<file path="src/rtl/alzette_dec_seq.sv">
// Iterative inverse Alzette ARX-box: undoes a full forward Alzette on one {y,x} word.
// Latency: ROUNDS cycles from request accept to rsp_valid (one inverse step per cycle).
// Backpressure: DONE holds rsp_valid/rsp_data until rsp_ready; req_ready is high only in IDLE.
//
// Ports:
//   g_clk, g_resetn          clock (rising edge), synchronous active-low reset
//   req_valid/req_ready      request handshake; req_data = {y,x}, req_c = round constant
//   flush                    synchronous abort of any in-flight or held result
//   rsp_valid/rsp_ready      response handshake; rsp_data = recovered {y,x}
//   busy                     high while inverse steps are executing
module alzette_dec_seq #(
  parameter int unsigned ROUNDS = 4
) (
  input  logic        g_clk,
  input  logic        g_resetn,
  input  logic        req_valid,
  output logic        req_ready,
  input  logic [63:0] req_data,
  input  logic [31:0] req_c,
  input  logic        flush,
  output logic        rsp_valid,
  input  logic        rsp_ready,
  output logic [63:0] rsp_data,
  output logic        busy
);

  typedef enum logic [1:0] {
    S_IDLE = 2'd0,
    S_RUN  = 2'd1,
    S_DONE = 2'd2
  } state_t;

  // Steps always run 3,2,1,0; the last one executed is step (4 - ROUNDS).
  localparam logic [1:0] LAST_STEP = 2'(4 - ROUNDS);

  state_t      state;
  logic [1:0]  step_cnt;
  logic [31:0] x_q;
  logic [31:0] y_q;
  logic [31:0] c_q;

  logic [4:0]  rot_r;
  logic [4:0]  rot_s;
  logic [31:0] x1;
  logic [31:0] y1;
  logic [31:0] x2;

  // Rotate right by 0..31: shift a doubled copy so n=0 needs no special case.
  function automatic logic [31:0] ror32(input logic [31:0] v, input logic [4:0] n);
    logic [63:0] dbl;
    dbl = {v, v} >> n;
    return dbl[31:0];
  endfunction

  // Per-step rotation pair (r_k, s_k).
  always_comb begin
    rot_r = 5'd0;
    rot_s = 5'd0;
    case (step_cnt)
      2'd3: begin rot_r = 5'd24; rot_s = 5'd16; end
      2'd2: begin rot_r = 5'd0;  rot_s = 5'd31; end
      2'd1: begin rot_r = 5'd17; rot_s = 5'd17; end
      2'd0: begin rot_r = 5'd31; rot_s = 5'd24; end
      default: begin rot_r = 5'd0; rot_s = 5'd0; end
    endcase
  end

  // One inverse step: exact reverse of forward x+=ror(y,r); y^=ror(x,s); x^=c.
  always_comb begin
    x1 = x_q ^ c_q;
    y1 = y_q ^ ror32(x1, rot_s);
    x2 = x1 - ror32(y1, rot_r);
  end

  // Data registers double as the result register; only exposed as valid in DONE.
  assign rsp_data = {y_q, x_q};

  always_ff @(posedge g_clk) begin
    if (!g_resetn) begin
      state     <= S_IDLE;
      step_cnt  <= 2'd0;
      x_q       <= 32'd0;
      y_q       <= 32'd0;
      c_q       <= 32'd0;
      req_ready <= 1'b1;
      rsp_valid <= 1'b0;
      busy      <= 1'b0;
    end else if (flush) begin
      // Abort wins over any same-cycle handshake; stale data stays but is never valid.
      state     <= S_IDLE;
      step_cnt  <= 2'd0;
      req_ready <= 1'b1;
      rsp_valid <= 1'b0;
      busy      <= 1'b0;
    end else begin
      case (state)
        S_IDLE: begin
          if (req_valid && req_ready) begin
            x_q       <= req_data[31:0];
            y_q       <= req_data[63:32];
            c_q       <= req_c;
            step_cnt  <= 2'd3;
            state     <= S_RUN;
            req_ready <= 1'b0;
            busy      <= 1'b1;
          end
        end
        S_RUN: begin
          x_q <= x2;
          y_q <= y1;
          if (step_cnt == LAST_STEP) begin
            step_cnt  <= 2'd0;
            state     <= S_DONE;
            busy      <= 1'b0;
            rsp_valid <= 1'b1;
          end else begin
            step_cnt <= step_cnt - 2'd1;
          end
        end
        S_DONE: begin
          // req_ready only rises here, so no accept can share the response cycle.
          if (rsp_ready) begin
            state     <= S_IDLE;
            rsp_valid <= 1'b0;
            req_ready <= 1'b1;
          end
        end
        default: begin
          state     <= S_IDLE;
          step_cnt  <= 2'd0;
          req_ready <= 1'b1;
          rsp_valid <= 1'b0;
          busy      <= 1'b0;
        end
      endcase
    end
  end

endmodule

</file>
<file path="config.mk">
export PLATFORM = sky130hd
export DESIGN_NAME = alzette_dec_seq
export DESIGN_NICKNAME = d
export VERILOG_FILES = /design/src/rtl/alzette_dec_seq.sv
export SDC_FILE = /design/constraint.sdc
export NUM_CORES = 1
export LEC_CHECK = 0
export CAP_MARGIN = 5
export CORE_UTILIZATION = 59
export CTS_BUF_LIST = sky130_fd_sc_hd__clkbuf_8 sky130_fd_sc_hd__clkbuf_16
export CTS_CLUSTER_DIAMETER = 150
export CTS_CLUSTER_SIZE = 20
export DETAILED_ROUTE_END_ITERATION = 12
export MAX_ROUTING_LAYER = met4
export PLACE_DENSITY = 0.88
export SKIP_LAST_GASP = 1
export SYNTH_ARGS = -nofsm -noshare
export SYNTH_HDL_FRONTEND = slang
export SYNTH_SLANG_ARGS = --single-unit
</file>
<file path="constraint.sdc">
create_clock -name g_clk -period 12.6 [get_ports g_clk]
set_input_delay 2.52 -clock g_clk [delete_from_list [all_inputs] [get_ports g_clk]]
set_output_delay 2.52 -clock g_clk [all_outputs]
set_load 0.05 [all_outputs]
</file>
==> flow_summary.yaml, run 1 <==
outcome:
  outcome: "finished clean"
timing:
  finalHoldViolations: 0
  clock-skew-final_ns: 0.00990
  fin_ws_ns: 5.56
  rsz0062_at_grt: "false"
  fin_crit_sh: 0.558
  worst_slew_pin_slew_ns: 1.09
  holdWs_ns: 0.449
  setup_tns_ns: 0
  final.min_clock_period_ns: 7.04
  slew_viol_final: 0
  relSlewSlack: 0.271
  setup_viol_count_final: 0
  fmax_ghz: 0.142
floorplan:
  dieArea_sq_um: 16800
  die_x_um: 130
  io_pins: 168
  placementRows: 46
  start_util: 0.605
  die_h_um: 130
  core_area_sq_um: 15900
detailed_routing:
  num_vias: 9516
  viasPerCell: 6.33
  routed.top_layer: "met4"
  ant_nets: 0
  drc: 0
  wl_um: 30000
  first_iter_violations: 873
  route.met2.wl_um: 13500
  post_drt_wl_per_cell_um: 20.0
  met1_length_um: 12600
  drt_pass1_iterations: 5
  wl_met3_um: 2720
synthesis:
  syn_avg_cell_area_sq_um: 8.16
  synth_seq_area_share: 0.214
  synth_top_flop_cell: "dfxtp_1"
  yosysUniqueCellTypes: 61
  syn_nets: 1321
  synth_seq_cells: 103
  syn_inst: 1178
  yosys_warnings: 0
  syn-cell-area_sq_um: 9620
  synth_edf_count: 0
  async_reset_ff_frac: 0
critical_path:
  crit_path_max_incr_delay_ns: 0.80
  worstSetupPathType: "reg -> reg"
  worst-path-stages: 23
  path_cells: "inv_1 -> ha_1 -> buf_4 -> nor2_2 -> mux4_2 -> mux2i_1 -> xnor2_1 -> mux2i_1 -> mux2i_1 -> mux2_2 -> o21ai_0 -> ha_1 -> fa_1 -> nor2b_1 -> o21ai_0 -> a2111o_1 -> a21oi_1 -> nor2_1 -> o311ai_0 -> and2_1 -> a41oi_1 -> mux2_2 -> a31oi_1"
  ff2ff_path_depth: 23
  reg2reg_to: "x_q[28]$_SDFFE_PN0P_"
  r2r_slack_ns: 5.56
  cp_top_family: "multiplexers"
  critPathMostFrequentCell: "mux2i_1"
  r2r-start: "step_cnt[0]$_SDFFE_PP0P_"
  critPathBufInv: 2
  critical_path_required_ns: 12.90
  cp.arrival_ns: 7.33
  cp-start-kind: "flip-flop"
  critPathCapture: "x_q[28]$_SDFFE_PN0P_"
  worstSetupEndpointType: "flip-flop"
  cp_max_fo: 28
  crit_start: "step_cnt[0]$_SDFFE_PP0P_"
  slowest_stage: "nor2_2"
clock_network:
  cts_root_buffer: "clkbuf_16"
  cts_inserted_buffers: 9
  cts_tree: "done"
  worstSkewPairLatency_ns: 0.37
  path_clk_slew_ns: 0.08
  ctsResizeCount: 0
  cts_buffer_depth: 2
  htreeDepth: 3
  post_cts_buffers: 0
  clock_sinks: 103
  cts_hold_buf: 0
cells_and_area:
  fin_cells: 1504
  nets: 1426
  finalInstanceArea_sq_um: 11600
  antenna_cells: 0
  post-route-util: 0.731
  drive_gt1_frac: 0.0761
  mostFrequentLayoutCell: "clkdlybuf4s50_1"
  area_growth_pct: 20.8
  final_cell_mix: "clkdlybuf4s50_1, nand2_1, mux2i_1"
place:
  dpl.cell_count: 1488
  dpl_cell_area_sq_um: 11300
  io_buffers: 167
  gp_congestion: 1.10
  pre_cts_slack_ns: 5.65
  dp_hpwl_um: 22500
power:
  finalPower_mw: 1.67
  p_leak_nw: 4.71
  p_per_area_nw_per_um2: 144
  vdd_drop_max_mv: 0.0896
global_routing:
  grtUsageTotal: 0.374
  grt_pass1_wl_um: 46900
  antenna_found_initial: 0
  grt_start_max_net_pins: 99
  globalRouteOverflowTotal: 0
  grt_pass1_vias: 8746
hold_path:
  hp-class: "reg -> reg"
run:
  maxCapViolations: 0
==> where the power goes <==
part	leakage (nW)	switching [mW]	internal (mW)	total, mW
clock	0.146	0.144	0.145	0.290
combinational	3.72	0.601	0.411	1.01
sequential	0.843	0.0205	0.346	0.367
total	4.71	0.766	0.902	1.67
==> Yosys cell counts (27+ instances only) <==
cell	number	area, sq um
ha_1	41	513
xnor2_1	73	639
mux4_2	42	946
o21ai_0	79	395
nor2b_1	27	169
inv_1	40	150
a21boi_0	35	263
nor2_1	80	300
dfxtp_1	103	2060
nand2_1	147	552
a21oi_1	98	490
clkbuf_1	60	225
mux2i_1	110	1100
==> state kept, by name, indices dropped and copies added (netlist names) <==
register,cells
x_q,32
y_q,32
req_ready,1
state,2
c_q,32
step_cnt,2
busy,1
rsp_valid,1
==> worst min-delay path, delay by kind of cell, from the launching register on <==
| family | cells | cell delay [ns] |
|---|---|---|
| compound gates | 1 | 0.05 |
| flops | 1 | 0.32 |
| buf+inv | 1 | 0.05 |
==> logic make-up (layout without fill, tap and decap cells) <==
kind of cell / Yosys count / count (layout) / synth area share
fa+ha+maj: 42 / 42 / 0.0554
simple gates: 334 / 334 / 0.157
buf+inv: 126 / 236 / 0.0530
mux: 167 / 167 / 0.235
xor+xnor: 83 / 83 / 0.0756
flops: 103 / 103 / 0.214
compound gates: 323 / 323 / 0.210
==> area by class of cell <==
| type | instances | area (sq um) |
|---|---|---|
| Clock buffer | 10 | 239 |
| Clock inverter | 6 | 63.8 |
| Fill cell | 1251 | 4270 |
| Inverter | 42 | 158 |
| Multi-Input combinational cell | 949 | 7070 |
| Sequential cell | 103 | 2060 |
| Tap cell | 216 | 270 |
| Timing Repair Buffer | 178 | 1750 |
==> worst min-delay path by stage <==
stage,start,slack [ns],depth (start not counted),end
2_1_floorplan,c_q[0]$_SDFFE_PN0P_,0.46,2,c_q[0]$_SDFFE_PN0P_
3_3_place_gp,busy$_SDFFE_PP0P_,0.43,2,busy$_SDFFE_PP0P_
3_5_place_dp,busy$_SDFFE_PP0P_,0.44,2,busy$_SDFFE_PP0P_
4_1_cts,busy$_SDFFE_PP0P_,0.45,2,busy$_SDFFE_PP0P_
5_1_grt,c_q[9]$_SDFFE_PN0P_,0.50,2,c_q[9]$_SDFFE_PN0P_
6_report,busy$_SDFFE_PP0P_,0.45,2,busy$_SDFFE_PP0P_
==> metal layers <==
layer | vias to the layer above | GRT usage
met5 | - | -
met4 | 0 | 0.168
met3 | 102 | 0.0710
met2 | 556 | 0.575
met1 | 4432 | 0.476
li1 | 4426 | -
(Power assumes the default switching activity.)
==> inputs of run 2 (changes only) <==
Settings changed: CORE_UTILIZATION 59 to 50, PLACE_DENSITY 0.88 to 0.79.
Clock period 12.6 ns to 5.75 ns, I/O delays scaled along.
==> run 2 against run 1 <==
Critical path depth grew 3; sequential cell count unchanged; non-clock buffer count is 167 higher; cell area increased by 15%; largest cell class unchanged; final cell count grew 12%; critical endpoint unchanged; sequential share of layout area is 2.3 points lower; register-to-register slack lost 5.4 ns; die area grew 18%; clock power is 140% higher; count of clock-buffer cells in the layout fell by 1; routed wire length increased by 14%.
==> flow_summary.yaml, run 2 (synthesis gave the netlist of run 1 again) <==
place:
  io_buffers: 167
  dp_hpwl_um: 26300
  gp_congestion: 0.977
  pre_cts_slack_ns: -0.341
global_routing:
  grt-busiest-layer: "met2"
  grt_pass1_wl_um: 52700
  grtUsageMet1: 0.445
  gr-usage-met3: 0.0391
  met2_usage: 0.583
  grt_pass1_vias: 9591
  globalRouteOverflowTotal: 0
  grtUsageTotal: 0.354
  grt_start_max_net_pins: 57
  antenna_found_initial: 0
critical_path:
  cp_max_fo: 10
  ff2ff_path_depth: 26
  slowest_stage: "mux4_2"
  cp.arrival_ns: 5.87
  crit_path_max_incr_delay_ns: 0.55
  critical_path_required_ns: 6.06
  worstSetupEndpointType: "flip-flop"
  worstSetupPathType: "reg -> reg"
  cp-start-kind: "flip-flop"
power:
  p_per_area_nw_per_um2: 329
  vdd_drop_max_mv: 0.203
  p_leak_nw: 5.61
run:
  maxCapViolations: 0
timing:
  slew_viol_final: 0
  worst_slew_pin_slew_ns: 1.02
  relSlewSlack: 0.319
  clock-skew-final_ns: 0.0197
  rsz0062_at_grt: "true"
  fin_ws_ns: 0.188
  setup_viol_count_final: 0
  finalHoldViolations: 0
  setup_tns_ns: 0
  fin_crit_sh: 0.967
  final.min_clock_period_ns: 5.56
  holdWs_ns: 0.449
  fmax_ghz: 0.180
detailed_routing:
  viasPerCell: 5.91
  wl_um: 34200
  num_vias: 9988
  drt_pass1_iterations: 5
  first_iter_violations: 743
  post_drt_wl_per_cell_um: 20.2
  drc: 0
  ant_nets: 0
clock_network:
  htreeDepth: 3
  cts_root_buffer: "clkbuf_16"
  cts_inserted_buffers: 9
  cts_buffer_depth: 2
  path_clk_slew_ns: 0.09
  cts_hold_buf: 0
  cts_tree: "done"
  clock_sinks: 103
  worstSkewPairLatency_ns: 0.38
cells_and_area:
  largestRegisters: "c_q (32), x_q (32), y_q (32)"
  post-route-util: 0.713
  mostFrequentLayoutCell: "buf_4"
  nets: 1593
  final_cell_mix: "buf_4, clkdlybuf4s50_1, nand2_1"
  fillerInstances: 1533
  area_growth_pct: 39.2
  drive_gt1_frac: 0.225
floorplan:
  io_pins: 168
  die_x_um: 141
  start_util: 0.512
  placementRows: 50
  die_h_um: 141
  core_area_sq_um: 18800
  dieArea_sq_um: 19800
hold_path:
  holdPathStages: 2
  hp-class: "reg -> reg"
outcome:
  outcome: "finished clean"
-- run 2: timing repair --
action	in CTS	in global routing
endpoints found under the setup margin	17	17
pin swaps	2	11
gates cloned	0	1
setup buffers	1	8
gates resized for setup	30	64
-- run 2: path summary, 6_finish.rpt --
check / startpoint / end / slack, ns
setup / recovery: step_cnt[1]$_SDFFE_PP0P_ / x_q[28]$_SDFFE_PN0P_ / 0.19
hold / removal: busy$_SDFFE_PP0P_ / busy$_SDFFE_PP0P_ / 0.45
setup reg to reg: step_cnt[1]$_SDFFE_PP0P_ / x_q[28]$_SDFFE_PN0P_ / 0.19
hold reg to reg: busy$_SDFFE_PP0P_ / busy$_SDFFE_PP0P_ / 0.45
-- run 2: layout make-up --
type                            instances  area, sq um  area share
Multi-Input combinational cell        949         7450       0.557
Timing Repair Buffer                  345         3080       0.230
Sequential cell                       103         2070       0.154
Tap cell                              234          293      0.0219
Clock buffer                            9          225      0.0168
Inverter                               42          165      0.0123
Clock inverter                          7          101     0.00757
Antenna cell                            1         2.50    0.000187
-- run 2: where the power goes --
part | internal (mW) | switching, mW | total (mW) | leakage (nW)
Clock | 0.353 | 0.342 | 0.695 | 0.155
Combinational | 1.36 | 1.54 | 2.90 | 4.61
Sequential | 0.759 | 0.0465 | 0.805 | 0.844
Total | 2.47 | 1.93 | 4.40 | 5.61
-- run 2: stage by stage --
step | total power [mW] | area (sq um) | instances
2_1_floorplan | 2.40 | 9620 | 1178
5_1_grt | 4.63 | 13400 | 1689
3_3_place_gp | 3.43 | 12500 | 1663
6_report | 4.40 | 13400 | 1690
3_5_place_dp | 3.45 | 12500 | 1663
4_1_cts | 4.21 | 13000 | 1680
-- run 2: critical path: cells and delay by family (launching register included) --
kind	cells	cell delay, ns
simple gates	4	0.63
fa+ha+maj	2	0.57
flops	1	0.38
compound gates	8	1.36
xor+xnor	1	0.20
buf+inv	5	0.73
mux	6	1.62
-- run 2: metal layers --
metal / wire length [um] / vias up
met2: 16600 / 443
met4: 1220 / 0
met5: 0 / -
met1: 14200 / 4699
met3: 2160 / 87
li1: - / 4759
